$ cat src/rtl/cond_flag_unit_pkg.sv
// Shared definitions for the conditional-execution / status-flag stage.
//   - COND_*   : 4-bit ARM condition-code encodings (instruction bits [31:28])
//   - FLAG_*   : bit positions of N, Z, C, V inside the {N,Z,C,V} flag vector
//   - FLAGW_*  : bit positions inside the decoder's FlagW request
package cond_flag_unit_pkg;

    localparam logic [3:0] COND_EQ = 4'b0000;
    localparam logic [3:0] COND_NE = 4'b0001;
    localparam logic [3:0] COND_CS = 4'b0010;
    localparam logic [3:0] COND_CC = 4'b0011;
    localparam logic [3:0] COND_MI = 4'b0100;
    localparam logic [3:0] COND_PL = 4'b0101;
    localparam logic [3:0] COND_VS = 4'b0110;
    localparam logic [3:0] COND_VC = 4'b0111;
    localparam logic [3:0] COND_HI = 4'b1000;
    localparam logic [3:0] COND_LS = 4'b1001;
    localparam logic [3:0] COND_GE = 4'b1010;
    localparam logic [3:0] COND_LT = 4'b1011;
    localparam logic [3:0] COND_GT = 4'b1100;
    localparam logic [3:0] COND_LE = 4'b1101;
    localparam logic [3:0] COND_AL = 4'b1110;
    localparam logic [3:0] COND_NV = 4'b1111;

    localparam int FLAG_N = 3;
    localparam int FLAG_Z = 2;
    localparam int FLAG_C = 1;
    localparam int FLAG_V = 0;

    localparam int FLAGW_NZ = 1;
    localparam int FLAGW_CV = 0;

endpackage

$ cat src/rtl/cond_flag_unit_cond_check.sv
// cond_check: purely combinational condition-code evaluator.
//   Cond   in  4  instruction condition field
//   Flags  in  4  {N,Z,C,V} to test against
//   CondEx out 1  1 when the condition holds
module cond_check
    import cond_flag_unit_pkg::*;
(
    input  logic [3:0] Cond,
    input  logic [3:0] Flags,
    output logic       CondEx
);

    logic flag_n;
    logic flag_z;
    logic flag_c;
    logic flag_v;
    logic ge;

    assign flag_n = Flags[FLAG_N];
    assign flag_z = Flags[FLAG_Z];
    assign flag_c = Flags[FLAG_C];
    assign flag_v = Flags[FLAG_V];
    assign ge     = (flag_n == flag_v);

    always_comb begin
        CondEx = 1'b0;
        case (Cond)
            COND_EQ: CondEx = flag_z;
            COND_NE: CondEx = ~flag_z;
            COND_CS: CondEx = flag_c;
            COND_CC: CondEx = ~flag_c;
            COND_MI: CondEx = flag_n;
            COND_PL: CondEx = ~flag_n;
            COND_VS: CondEx = flag_v;
            COND_VC: CondEx = ~flag_v;
            COND_HI: CondEx = flag_c & ~flag_z;
            COND_LS: CondEx = ~flag_c | flag_z;
            COND_GE: CondEx = ge;
            COND_LT: CondEx = ~ge;
            COND_GT: CondEx = ~flag_z & ge;
            COND_LE: CondEx = flag_z | ~ge;
            COND_AL: CondEx = 1'b1;
            COND_NV: CondEx = 1'b0;
            default: CondEx = 1'b0;
        endcase
    end

endmodule

$ cat src/rtl/cond_flag_unit.sv
// cond_flag_unit: holds the NZCV register, evaluates the instruction's
// condition against it and gates the decoder's raw enables.
//   clk, reset (async active-low)
//   instr_valid, stall           : instruction accept handshake
//   Cond, ALUFlags               : condition field and ALU {N,Z,C,V}
//   PCS, RegW, MemW, FlagW, NoWrite : raw decoder requests
//   PCSrc, RegWrite, MemWrite    : gated enables (combinational)
//   CondEx                       : condition result against registered Flags
//   Flags                        : architectural {N,Z,C,V}
//   exec_cnt, skip_cnt           : saturating debug counters
module cond_flag_unit
    import cond_flag_unit_pkg::*;
#(
    parameter int CNT_W = 16
) (
    input  logic             clk,
    input  logic             reset,
    input  logic             instr_valid,
    input  logic             stall,
    input  logic [3:0]       Cond,
    input  logic [3:0]       ALUFlags,
    input  logic             PCS,
    input  logic [1:0]       RegW,
    input  logic             MemW,
    input  logic [1:0]       FlagW,
    input  logic             NoWrite,
    output logic             PCSrc,
    output logic [1:0]       RegWrite,
    output logic             MemWrite,
    output logic             CondEx,
    output logic [3:0]       Flags,
    output logic [CNT_W-1:0] exec_cnt,
    output logic [CNT_W-1:0] skip_cnt
);

    localparam logic [CNT_W-1:0] CNT_MAX = {CNT_W{1'b1}};

    logic [3:0]       flags_reg;
    logic [3:0]       flags_next;
    logic [CNT_W-1:0] exec_cnt_reg;
    logic [CNT_W-1:0] exec_cnt_next;
    logic [CNT_W-1:0] skip_cnt_reg;
    logic [CNT_W-1:0] skip_cnt_next;
    logic             accept;
    logic             go;

    // Condition is always evaluated against the registered flags, so an
    // instruction that writes flags sees the old values for its own test.
    cond_check u_cond_check (
        .Cond   (Cond),
        .Flags  (flags_reg),
        .CondEx (CondEx)
    );

    // reset is folded in so the gated outputs are forced low while held in reset.
    assign accept = reset & instr_valid & ~stall;
    assign go     = accept & CondEx;

    assign PCSrc    = PCS & go;
    assign MemWrite = MemW & go;
    assign RegWrite = RegW & {2{go & ~NoWrite}};

    // Each FlagW bit owns one flag pair; an unselected pair keeps its value.
    assign flags_next[FLAG_N:FLAG_Z] = (go & FlagW[FLAGW_NZ]) ? ALUFlags[FLAG_N:FLAG_Z]
                                                               : flags_reg[FLAG_N:FLAG_Z];
    assign flags_next[FLAG_C:FLAG_V] = (go & FlagW[FLAGW_CV]) ? ALUFlags[FLAG_C:FLAG_V]
                                                               : flags_reg[FLAG_C:FLAG_V];

    always_comb begin
        exec_cnt_next = exec_cnt_reg;
        skip_cnt_next = skip_cnt_reg;
        if (accept) begin
            if (CondEx) begin
                if (exec_cnt_reg != CNT_MAX) exec_cnt_next = exec_cnt_reg + 1'b1;
            end else begin
                if (skip_cnt_reg != CNT_MAX) skip_cnt_next = skip_cnt_reg + 1'b1;
            end
        end
    end

    always_ff @(posedge clk or negedge reset) begin
        if (!reset) begin
            flags_reg    <= 4'b0000;
            exec_cnt_reg <= '0;
            skip_cnt_reg <= '0;
        end else begin
            flags_reg    <= flags_next;
            exec_cnt_reg <= exec_cnt_next;
            skip_cnt_reg <= skip_cnt_next;
        end
    end

    assign Flags    = flags_reg;
    assign exec_cnt = exec_cnt_reg;
    assign skip_cnt = skip_cnt_reg;

endmodule

$ cat config.mk
export PLATFORM = sky130hd
export DESIGN_NAME = cond_flag_unit
export DESIGN_NICKNAME = d
export VERILOG_FILES = /design/src/rtl/cond_flag_unit_pkg.sv /design/src/rtl/cond_flag_unit_cond_check.sv /design/src/rtl/cond_flag_unit.sv
export SDC_FILE = /design/constraint.sdc
export NUM_CORES = 1
export LEC_CHECK = 0
export BUFFER_PORTS_ARGS = -buffer_cell sky130_fd_sc_hd__buf_2
export CAP_MARGIN = 15
export CORE_AREA = 2 2 69 71
export CTS_BUF_LIST = sky130_fd_sc_hd__clkbuf_16
export CTS_CLUSTER_SIZE = 8
export DETAILED_ROUTE_END_ITERATION = 6
export DIE_AREA = 0 0 71 73
export PLACE_DENSITY = 0.76
export SLEW_MARGIN = 20
export SYNTH_ARGS = -nofsm -noshare
export SYNTH_HDL_FRONTEND = slang
export SYNTH_SLANG_ARGS = --single-unit
$ cat constraint.sdc
create_clock -name clk -period 2.05 [get_ports clk]
set_input_delay 0 -clock clk [delete_from_list [all_inputs] [get_ports clk]]
set_output_delay 0 -clock clk [all_outputs]
set_load 0.02 [all_outputs]
==> results of run 1 <==
-- area by class of cell --
class	instances	area, um2	area share
clock buffer	5	125.1	0.04568
clock inverter	3	42.54	0.01553
inverter	2	7.507	0.002741
multi-input combinational	148	1100	0.4016
sequential	36	900.9	0.3289
tap	54	67.56	0.02467
timing repair buffer	80	495.5	0.1809
-- report_power, final --
group / internal [W] / total [W] / switching, W
logic: 0.000406 / 0.000932 / 0.000526
registers: 0.000819 / 0.000953 / 0.000135
clock network: 0.000571 / 0.000871 / 0.000300
-- through the flow --
stage                       util  instances
after floorplan                -        190
after CTS                 0.5865        325
after detailed placement  0.5346        312
after global routing      0.6039        328
after global placement    0.5346        312
final                     0.6039        328
-- kinds of logic after synthesis --
logic type | share of synthesized area
AO/OA/AOI/OAI | 0.07264
XOR/XNOR | 0.1446
adder cells (fa/ha/maj) | 0.01252
buffers and inverters | 0.02066
flip-flops | 0.4508
multiplexers | 0.04821
AND/OR/NAND/NOR | 0.2505
-- worst paths after layout --
check                            start           end  slack (ns)  depth (start not counted)
setup / recovery              Flags[1]   RegWrite[1]        0.08                          7
hold / removal                FlagW[1]      Flags[3]        0.16                          4
max in group asynchronous        reset  exec_cnt[15]        1.31                          3
min in group asynchronous        reset   exec_cnt[5]        0.40                          3
setup reg to reg              Flags[1]      Flags[0]        0.10                          7
hold reg to reg            skip_cnt[9]   skip_cnt[9]        0.49                          1
-- layer usage --
layer | wire (um) | vias up | global-route usage
met3 | 256 | 17 | 0.04144
met5 | 0 | - | 0
met1 | 2135 | 842 | 0.2428
met4 | 148 | 0 | 0.07757
met2 | 2515 | 57 | 0.3344
li1 | - | 844 | -
-- Yosys cell counts, drive strengths merged --
master and count:
ha 2, nand2 23, buf 3, a21oi 3, or2 3, a311o 1
nor4 8, nor2 8, mux2i 2, and2 3, inv 2, nand4 12
nor2b 1, a221oi 1, or4 1, nand3b 1, o21a 1, o21ai 2
nand3 11, xnor2 19, nor3 14, or3b 1, clkbuf 1, dfrtp 36
and3b 2, o21ba 1, o211a 1, xor2 14, a31oi 1, o22ai 1
mux2 5, o211ai 2, and3 4
-- repair_timing --
action                                  in CTS  in global routing
hold buffers                                 5                  0
gates cloned                                 0                  0
setup buffers                                0                  3
endpoints found under the setup margin       4                  7
hold endpoints to repair                    40                  0
pin swaps                                    0                  6
gates resized for setup                      3                 11
-- worst max-delay path, cell delays in order, from the launching register on --
cell	delay, ns
sky130_fd_sc_hd__dfrtp_1	0.42
sky130_fd_sc_hd__xnor2_1	0.17
sky130_fd_sc_hd__a221oi_4	0.37
sky130_fd_sc_hd__nor2_4	0.08
sky130_fd_sc_hd__o21a_4	0.16
sky130_fd_sc_hd__nor3_4	0.16
sky130_fd_sc_hd__and3b_1	0.20
sky130_fd_sc_hd__buf_6	0.12
==> flow_results.org, run 1 <==
** Power
- Power, Total :: roughly 0.0028 W
- Power density relative to cell area :: 1006 nW/um2
- Static leakage power :: 1.338 nW
- The worst-case IR drop observed on VDD is 0.0006114 V.

** Drt
- Dividing the detail-routed wire length by the instance count gives ~15 um.
- Number of vias per cell after detailed routing :: ~5.4
- DRC :: 0
- The final route contains 1760 vias.
- Detailed-routing iteration count for the pre-antenna-repair pass :: 4
- Overall routed net length :: 5.055 mm
- In this run, the number of DRC markers left after iteration 0 of detailed routing was 120.
- The detail route stage leaves a number of antenna-violating nets equal to 0.

** Synthesis
- Top cells by area in the synthesized netlist :: sky130_fd_sc_hd__dfrtp_1, sky130_fd_sc_hd__xnor2_1, sky130_fd_sc_hd__xor2_1, sky130_fd_sc_hd__nand2_1, sky130_fd_sc_hd__nand4_1
- The synthesized design contains 36 register bits.
- In this run the mean area of a mapped cell was 10.52 um2.
- Of the synthesized area, sequential elements account for 0.4508.
- Synthesis produced 190 cells.
- The number of nets in the synthesized netlist is 211.
- Area share of the leading cell type in the synthesized netlist :: 0.4508
- Count of warnings emitted by yosys :: 0
- Number of distinct library cells after synthesis :: 40
- sky130_fd_sc_hd__dfrtp_1 takes more of the synthesized area than any other cell.
- Post-synthesis cell area :: 1998 um2

** STA
- Hold is met by between 0.15 and 0.2 ns.
- Based on the critical path, the design can be clocked at up to 507.5 MHz.
- The routed design could run at a clock period as short as just under 2 ns.
- In the finished design, the share of the clock period the worst path needs comes to 0.9611.
- Setup violations remaining at the end of the flow were counted as 0.
- Total count of max-transition violations in the final report :: 0
- Post-Route Skew :: 0.002252 ns
- Final hold violations :: 0
- After routing, the total negative slack on setup checks comes to 0 ns.
- Setup slack closes at around 0.080 ns.
- Unrepaired setup endpoints after global routing :: yes
- Worst Tran Pin Value :: 0.4709 ns
- Relative slew margins :: 0.6860

** Layout
- Antenna fix cells :: 0
- Top library cells by usage in the layout, fill and taps aside :: sky130_fd_sc_hd__buf_2, sky130_fd_sc_hd__dfrtp_1, sky130_fd_sc_hd__nand2_1, sky130_fd_sc_hd__xnor2_1, sky130_fd_sc_hd__buf_4
- After routing the design area is between 2000 and 3000 um2.
- After filler insertion, the fill cell instance count of the layout stands at 384.
- Leaving out fill and tap cells, the most frequent cell in the layout is sky130_fd_sc_hd__buf_2.
- Of the cells placed in the final design, the portion with a size suffix greater than 1 is 0.3978.
- NumNets Final :: 294
- From synthesis to final layout, the design area changed by 37.07%.

** Critical path
- The critical path in this run is classified as reg2out.
- Max Fanout on Critical Path :: 6
- Data arrives at the worst endpoint at 1.97 ns.
- Critical Path RT :: 2.05 ns
- Nature of the critical path startpoint :: flop
- STA classifies the critical path endpoint as an output pin.

** Global route
- Maximum number of pins on one net before global-route repair :: 37
- The first global-routing pass estimated 8.024 mm of wire.
- The total overflow left after global routing is 0.
- Overall fraction of global-route tracks in use :: 0.1957
- Number of global-route vias before repair :: around 1700
- Number of antenna violations at the first check in global routing :: 0

** Floorplanning
- Row generation in the floorplan step produced 25 rows.
- Placeable core region :: 4536 um2
- The die covers 5183 um2.
- Number of primary I/O pins :: 60
- The die is 71 um wide.
- Starting density of the core :: 0.4406
- Vertical die dimension :: roughly 73 um

** Clock network
- Clock transition at the register clock pins on the worst setup and hold paths after CTS :: 0.06 ns
- Insertion delay of the later-clocked pin in the worst-skew pair :: 0.28 ns
- Clock tree root driver cell :: sky130_fd_sc_hd__clkbuf_16
- Clock tree sinks :: 36
- The clock passes through at most 2 buffers.
- TritonCTS built the clock tree.
- The H-tree was split into 2 levels.
- Number of buffers inserted during clock tree synthesis :: 5

** Placed design
- The congestion estimate from routability-driven global placement came to roughly 0.89.
- The HPWL after detailed placement is 3.452 mm.
- Pre-CTS setup slack :: between 0.1 and 0.15 ns
- During placement, the flow inserted port buffers numbering approximately 60.
- Placed standard-cell area :: 2425 um2

** Hold path
- Path category of the worst min-delay check :: in2reg

** Flow run
- Max-cap check violation count :: 0

** Outcome
- The run finished with clean final reports.
(Power assumes the default switching activity.)
==> run 2: changes to the inputs <==
--- a/config.mk
+++ b/config.mk
@@ -13,6 +13,7 @@
 export DETAILED_ROUTE_END_ITERATION = 6
 export DIE_AREA = 0 0 71 73
 export PLACE_DENSITY = 0.76
+export SETUP_SLACK_MARGIN = 0.3
 export SLEW_MARGIN = 20
 export SYNTH_ARGS = -nofsm -noshare
 export SYNTH_HDL_FRONTEND = slang
==> flow_results.org, run 2 (synthesis results as in run 1) <==
** Critical path
- The top cell family by delay on the critical path is flip-flops (was compound AO/OA/AOI/OAI gates).
- The worst setup path category was reg2reg (was reg2out).
- CP cell instances: xnor2_2 > o22ai_2 > xor2_2 > o21a_4 > buf_4 > nor2_2 > mux2_2 (was xnor2_1 > a221oi_4 > nor2_4 > o21a_4 > nor3_4 > and3b_1 > buf_6).
- The cell with the largest stage delay on the worst path is sky130_fd_sc_hd__dfrtp_2 (was sky130_fd_sc_hd__dfrtp_1).
- The data required time at the worst endpoint was 2.21 ns (was 2.05 ns).
- The critical-path maximum fanout was 4 (was 6).
- The element type at the critical path end is a flop (was output pin).
- The critical path buffer and inverter count came to 1 (unchanged).
- The maximum single-stage delay on the critical path came to 0.44 ns (was 0.42 ns).
- The number of cells on the worst reg-to-reg path was 7 (unchanged).
- Number of cells on the critical path :: 7 (unchanged)
- Register-to-register setup slack :: 0.04 ns (was 0.10 ns)
- The kind of launch point of the worst setup path was a flop (unchanged).
- Endpoint arrival time on the critical path :: 2.17 ns (was 1.97 ns)

** Power
- The part of the total power dissipated in combinational logic was 0.380 (was 0.338).
- The maximum ir drop on the vdd rail was 0.0005254 V (was 0.0006114 V).
- Sequential fraction of design power :: 0.360 (was 0.346)
- The leakage power figure is 1.386 nW (was 1.338 nW).
- Power density relative to cell area :: 951.4 nW/um2 (was 1006 nW/um2)
- The proportion of power drawn by the clock network was 0.260 (was 0.316).
- The net switching share of the total power was 0.3742 (was 0.3484).
- Switching power total :: 0.001030 W (was 0.0009602 W)
- Internal portion of total power :: 0.001722 W (was 0.001796 W)

** STA
- The final sum of negative setup slack came to 0 ns (unchanged).
- The period utilization is 0.9783 (was 0.9611).
- The final setup violation count came to 0 (unchanged).
- The final hold violation count came to 0 (unchanged).
- Total count of max-transition violations in the final report :: 0 (unchanged)
- Unrepaired setup endpoints after global routing :: yes (unchanged)
- Post-Route Skew :: 0.006166 ns (was 0.002252 ns)
- Relative slew margins :: 0.6825 (was 0.6860)
- Minimum period implied by the final worst setup slack :: 2.005 ns (was 1.970 ns)
- The maximum clock frequency was 498.6 MHz (was 507.5 MHz).
- Worst Tran Pin Value :: 0.4762 ns (was 0.4709 ns)

** Drt
- DRC :: 0 (unchanged)
- Overall routed net length :: 5.379 mm (was 5.055 mm)
- The total number of vias came to 1804 (was 1760).
- The average wire per standard cell came to 16.30 um (was 15.41 um).
- Detailed-routing iteration count for the pre-antenna-repair pass :: 4 (unchanged)
- Antenna viol nets, final :: 0 (unchanged)
- Number of vias per cell after detailed routing :: 5.467 (was 5.366)
- The initial detailed-routing violation count came to 57 (was 120).

** Floorplanning
- Number of primary I/O pins :: 60 (unchanged)
- The initial standard-cell utilization of the core came to 0.4406 (unchanged).
- The vertical extent of the die was 73 um (unchanged).
- Placeable core region :: 4536 um2 (unchanged)
- The die outline area is 5183 um2 (unchanged).
- The number of core rows is 25 (unchanged).
- The width of the die is 71 um (unchanged).

** Layout
- Fraction of final layout cells sized beyond drive strength 1 :: 0.5109 (was 0.3978)
- Area occupied by multi-input gates :: 1265 um2 (was 1100 um2)
- Top library cells by usage in the layout, fill and taps aside :: sky130_fd_sc_hd__buf_2, sky130_fd_sc_hd__dfrtp_1, sky130_fd_sc_hd__nand2_1, sky130_fd_sc_hd__xnor2_1, sky130_fd_sc_hd__buf_4 (unchanged)
- NumNets Final :: 296 (was 294)
- The combined flip-flop and latch cell area is 913.4 um2 (was 900.9 um2).
- The antenna cell count was 0 (unchanged).
- The post-layout instance area is 2893 um2 (was 2739 um2).
- The post-synthesis to final-layout area growth came to 44.77% (was 37.07%).
- The most frequent standard cell in the layout excluding fill and tap cells is sky130_fd_sc_hd__buf_2 (unchanged).
- Fill count :: 357 (was 384)

** Hold path
- The number of cells on the worst hold path was 4 (unchanged).
- The path type of the worst min-delay path was in2reg (unchanged).

** Global route
- Global-route wire length before repair :: 8.473 mm (was 8.024 mm)
- Overall fraction of global-route tracks in use :: 0.2098 (was 0.1957)
- GRT overflow :: 0 (unchanged)
- Maximum number of pins on one net before global-route repair :: 37 (unchanged)
- Number of antenna violations at the first check in global routing :: 0 (unchanged)
- The via count of the first global-routing pass was 1754 (was 1744).

** Clock network
- The TritonCTS clock tree was built (unchanged).
- The TritonCTS sink count was 36 (unchanged).
- The number of H-tree levels came to 2 (unchanged).
- The number of buffers on the longest clock path is 2 (unchanged).
- The clock latency at the later pin of the worst-skew pair came to 0.28 ns (about the same).
- Number of buffers inserted during clock tree synthesis :: 5 (unchanged)
- Clock tree root driver cell :: sky130_fd_sc_hd__clkbuf_16 (unchanged)
- Clock transition at the register clock pins on the worst setup and hold paths after CTS :: 0.05 ns (was 0.06 ns)

** Placed design
- Routability Congestion :: 0.8083 (was 0.8936)
- HPWL after detailed placement :: 3.419 mm (was 3.452 mm)
- Placed standard-cell area :: 2430 um2 (was 2425 um2)
- The count of input and output buffers was 59 (unchanged).

** Outcome
- Result of the run: finished clean (unchanged).

** Flow run
- The number of maximum-capacitance constraint violations is 0 (unchanged).
==> run 2: changes by cell type in the layout (fill, tap and decap cells not counted), sizes merged <==
cell      change
inv           +2
bufinv        -1
clkinvlp      -1
buf           +2
==> run 2: what timing repair did <==
| item | in CTS | in global routing |
|---|---|---|
| hold buffers | 5 | 0 |
| setup endpoints to repair | 38 | 41 |
| setup buffers | 9 | 3 |
| pin swaps | 8 | 4 |
| hold endpoints to repair | 40 | 0 |
| resized for setup | 25 | 11 |
==> run 2: worst paths after layout <==
| path | from | to |
|---|---|---|
| max | Flags[0] | Flags[1] |
| min | FlagW[0] | Flags[0] |
| max reg2reg | Flags[0] | Flags[1] |
| min reg2reg | exec_cnt[5] | exec_cnt[5] |
| max in group asynchronous | reset | exec_cnt[2] |
| min in group asynchronous | reset | skip_cnt[3] |
==> run 2: area by class of cell <==
| cell class | instances | area share |
|---|---|---|
| inverters | 2 | 0.002595 |
| clock inverters | 3 | 0.003893 |
| well taps | 54 | 0.02336 |
| flip-flops and latches | 36 | 0.3157 |
| multi-input cells | 148 | 0.4373 |
| repair buffers | 82 | 0.1739 |
| clock buffers | 5 | 0.04325 |
==> run 2: worst register-to-register path: stages, from the launching register on <==
cell	delay (ns)
sky130_fd_sc_hd__dfrtp_2	0.44
sky130_fd_sc_hd__xnor2_2	0.21
sky130_fd_sc_hd__o22ai_2	0.11
sky130_fd_sc_hd__xor2_2	0.22
sky130_fd_sc_hd__o21a_4	0.26
sky130_fd_sc_hd__buf_4	0.16
sky130_fd_sc_hd__nor2_2	0.14
sky130_fd_sc_hd__mux2_2	0.35
==> run 2: power groups by stage <==
stage	sequential (W)	clock, W	combinational (W)
after global placement	0.000977	0	0.000815
final	0.000991	0.000716	0.00105
after CTS	0.000971	0.000724	0.000994
after detailed placement	0.000988	0	0.000830
after global routing	0.00101	0.000761	0.00112
after floorplan	0.00111	0	0.000442
==> run 2: routing by layer <==
metal,wire [um],track usage,part of all wire,up-vias
li1,-,-,-,846
met1,2295,0.2711,0.43,883
met2,2666,0.3437,0.50,58
met3,243,0.04834,0.045,17
met4,174,0.08176,0.032,0
met5,0,0,0,-
==> run 2: metrics by stage <==
step / total power [W] / hold WS (ns) / setup slack, ns / util / cells
final: 0.002752 / 0.1761 / 0.04453 / 0.6378 / 330
after global routing: 0.002886 / 0.2061 / -0.03902 / 0.6378 / 330
after CTS: 0.002690 / 0.1779 / 0.07340 / 0.6210 / 327
after detailed placement: 0.001818 / 0.1308 / 0.02367 / 0.5357 / 305
after global placement: 0.001793 / 0.1230 / 0.1310 / 0.5357 / 305
after floorplan: 0.001554 / -0.2956 / 0.1843 / - / 190
==> run 3: changes to the inputs <==
--- a/config.mk
+++ b/config.mk
@@ -13,6 +13,7 @@
 export DETAILED_ROUTE_END_ITERATION = 6
 export DIE_AREA = 0 0 71 73
 export PLACE_DENSITY = 0.76
+export RECOVER_POWER = 100
 export SETUP_SLACK_MARGIN = 0.3
 export SLEW_MARGIN = 20
 export SYNTH_ARGS = -nofsm -noshare
==> flow_results.org, run 3 (synthesis results as in run 1) <==
** Outcome
- Result of the run :: finished clean (unchanged)

** Layout
- Top library cells by usage in the layout, fill and taps aside :: sky130_fd_sc_hd__clkbuf_1, sky130_fd_sc_hd__dfrtp_1, sky130_fd_sc_hd__nand2_1, sky130_fd_sc_hd__buf_2, sky130_fd_sc_hd__xnor2_1 (was sky130_fd_sc_hd__buf_2, sky130_fd_sc_hd__dfrtp_1, sky130_fd_sc_hd__nand2_1, sky130_fd_sc_hd__xnor2_1, sky130_fd_sc_hd__buf_4)
- The fill cell instance count of the final layout is 389 (was 357).
- Antenna fix cells :: 0 (unchanged)
- Fraction of final layout cells sized beyond drive strength 1 :: 0.3587 (was 0.5109)
- Final standard cell utilization of the core :: 0.6193 (was 0.6378)
- The most frequent standard cell in the layout excluding fill and tap cells was sky130_fd_sc_hd__clkbuf_1 (was sky130_fd_sc_hd__buf_2).
- The post-synthesis to final-layout area growth is 40.58% (was 44.77%).
- NumNets Final :: 296 (unchanged)

** Clock network
- Insertion delay of the later-clocked pin in the worst-skew pair :: 0.28 ns (about the same)
- The TritonCTS sink count came to 36 (unchanged).
- Clock tree root driver cell :: sky130_fd_sc_hd__clkbuf_16 (unchanged)
- The clock transition time at the flip-flop clock pins of the worst setup and hold paths is 0.05 ns (about the same).
- The number of buffers on the longest clock path came to 2 (unchanged).
- Number of buffers inserted during clock tree synthesis :: 5 (unchanged)
- The TritonCTS clock tree was built (unchanged).
- H-Tree Level Count :: 2 (unchanged)

** Flow run
- Max-cap check violation count :: 0 (unchanged)

** Critical path
- The kind of launch point of the worst setup path was a flop (unchanged).
- CP cell instances :: xnor2_2 > o22ai_2 > xor2_2 > o21a_4 > buf_4 > nor2_2 > mux2_2 (unchanged)
- The element type at the critical path end was a flop (unchanged).
- The maximum single-stage delay on the critical path is 0.44 ns (about the same).
- The data arrival at the endpoint of the critical path is 2.17 ns (about the same).
- The cell with the largest stage delay on the worst path is sky130_fd_sc_hd__dfrtp_2 (unchanged).
- The top cell family by delay on the critical path is flip-flops (unchanged).
- Max Fanout on Critical Path :: 4 (unchanged)
- The worst setup path category was reg2reg (unchanged).
- Critical Path RT :: 2.21 ns (about the same)
- The critical path buffer and inverter count is 1 (unchanged).

** STA
- Minimum period implied by the final worst setup slack :: 2.010 ns (was 2.005 ns)
- The final setup violation count was 0 (unchanged).
- The worst-case setup margin in the final layout is 0.04044 ns (was 0.04453 ns).
- Share of the clock period used by the worst path :: 0.9803 (was 0.9783)
- Unrepaired setup endpoints after global routing :: yes (unchanged)
- The final hold violation count is 0 (unchanged).
- Max Freq :: 497.6 MHz (was 498.6 MHz)
- Total count of max-transition violations in the final report :: 0 (unchanged)
- Relative slew margins :: 0.3727 (was 0.6825)
- The worst slack on hold paths is 0.1743 ns (was 0.1761 ns).
- Worst Tran Pin Value :: 0.9410 ns (was 0.4762 ns)
- Post-Route Skew :: 0.005368 ns (was 0.006166 ns)

** Global route
- The initial antenna violation count came to 0 (unchanged).
- The global route total overflow came to 0 (unchanged).
- Overall fraction of global-route tracks in use :: 0.2098 (unchanged)
- The first-pass GRT wire length is 8.473 mm (unchanged).
- The via count of the first global-routing pass is 1754 (unchanged).
- The maximum number of pins on one net before global-route repair came to 37 (unchanged).

** Drt
- DRC :: 0 (unchanged)
- The via count normalized by instance count was 5.445 (was 5.467).
- Detailed-routing iteration count for the pre-antenna-repair pass :: 4 (unchanged)
- The total wire length after detailed routing was 5.404 mm (was 5.379 mm).
- The post-detailed-route count of antenna-violating nets was 0 (unchanged).
- The initial detailed-routing violation count is 92 (was 57).
- Vias :: 1797 (was 1804)
- Wire length per cell after detailed routing :: 16.38 um (was 16.30 um)

** Floorplanning
- The vertical extent of the die was 73 um (unchanged).
- Floorplan die width :: 71 um (unchanged)
- The die outline area was 5183 um2 (unchanged).
- The initial standard-cell utilization of the core is 0.4406 (unchanged).
- Number of primary I/O pins :: 60 (unchanged)
- Placeable core region :: 4536 um2 (unchanged)
- The number of core rows came to 25 (unchanged).

** Placed design
- I/O Buffers :: 59 (unchanged)
- The placer's final routability congestion estimate was 0.8083 (unchanged).
- The pre-CTS setup slack came to 0.02367 ns (unchanged).
- HPWL after detailed placement :: 3.419 mm (unchanged)

** Hold path
- The path type of the worst min-delay path is in2reg (unchanged).

** Power
- Power density relative to cell area :: 965.8 nW/um2 (was 951.4 nW/um2)
- The leakage power figure is 1.241 nW (was 1.386 nW).
- IR drop worst, VDD :: 0.0005331 V (was 0.0005254 V)
-- run 3: where the power goes --
part	internal (W)	switching, W
Clock	0.000437	0.000285
Combinational	0.000419	0.000585
Sequential	0.000828	0.000159
-- run 3: routing by layer --
metal | vias to the layer above | global-route usage | routed length [um]
li1 | 847 | - | -
met1 | 867 | 0.2711 | 2335
met2 | 65 | 0.3437 | 2633
met3 | 18 | 0.04834 | 256
met4 | 0 | 0.08176 | 179
met5 | - | 0 | 0
-- run 3: tightest hold or removal path, stage by stage --
cell                      delay, ns
sky130_fd_sc_hd__buf_2         0.10
sky130_fd_sc_hd__nand3_1       0.07
sky130_fd_sc_hd__nor2_2        0.05
sky130_fd_sc_hd__mux2_2        0.20
-- run 3: layout make-up --
class | count | area [um2] | area share
clock buffer | 5 | 125.1 | 0.04454
clock inverter | 3 | 11.26 | 0.004009
inverter | 2 | 7.507 | 0.002673
multi-input combinational | 148 | 1236 | 0.4401
sequential | 36 | 910.9 | 0.3243
tap | 54 | 67.56 | 0.02405
timing repair buffer | 82 | 450.4 | 0.1604
-- run 3: repair_timing --
action	CTS	global route
endpoints found under the setup margin	38	41
gates resized for setup	25	11
hold buffers	5	0
cloned	0	0
hold endpoints to repair	40	0
setup buffers	9	3
pin swaps	8	4
-- run 3: worst paths after layout --
check / from / to / slack (ns) / cells past startpoint
max: Flags[0] / Flags[1] / 0.04 / 7
min: FlagW[0] / Flags[0] / 0.17 / 4
max reg2reg: Flags[0] / Flags[1] / 0.04 / 7
min reg2reg: exec_cnt[5] / exec_cnt[5] / 0.48 / 1
max in group asynchronous: reset / exec_cnt[2] / 0.81 / 3
min in group asynchronous: reset / skip_cnt[3] / 0.58 / 3
-- run 3: stage by stage --
step	area [um2]	total power [W]	std cells	TNS, ns
2_1_floorplan	2056	0.001554	190	0
3_3_place_gp	2430	0.001793	305	0
3_5_place_dp	2430	0.001818	305	0
4_1_cts	2816	0.002690	327	0
5_1_grt	2809	0.002838	330	-0.2280
6_report	2809	0.002713	330	0
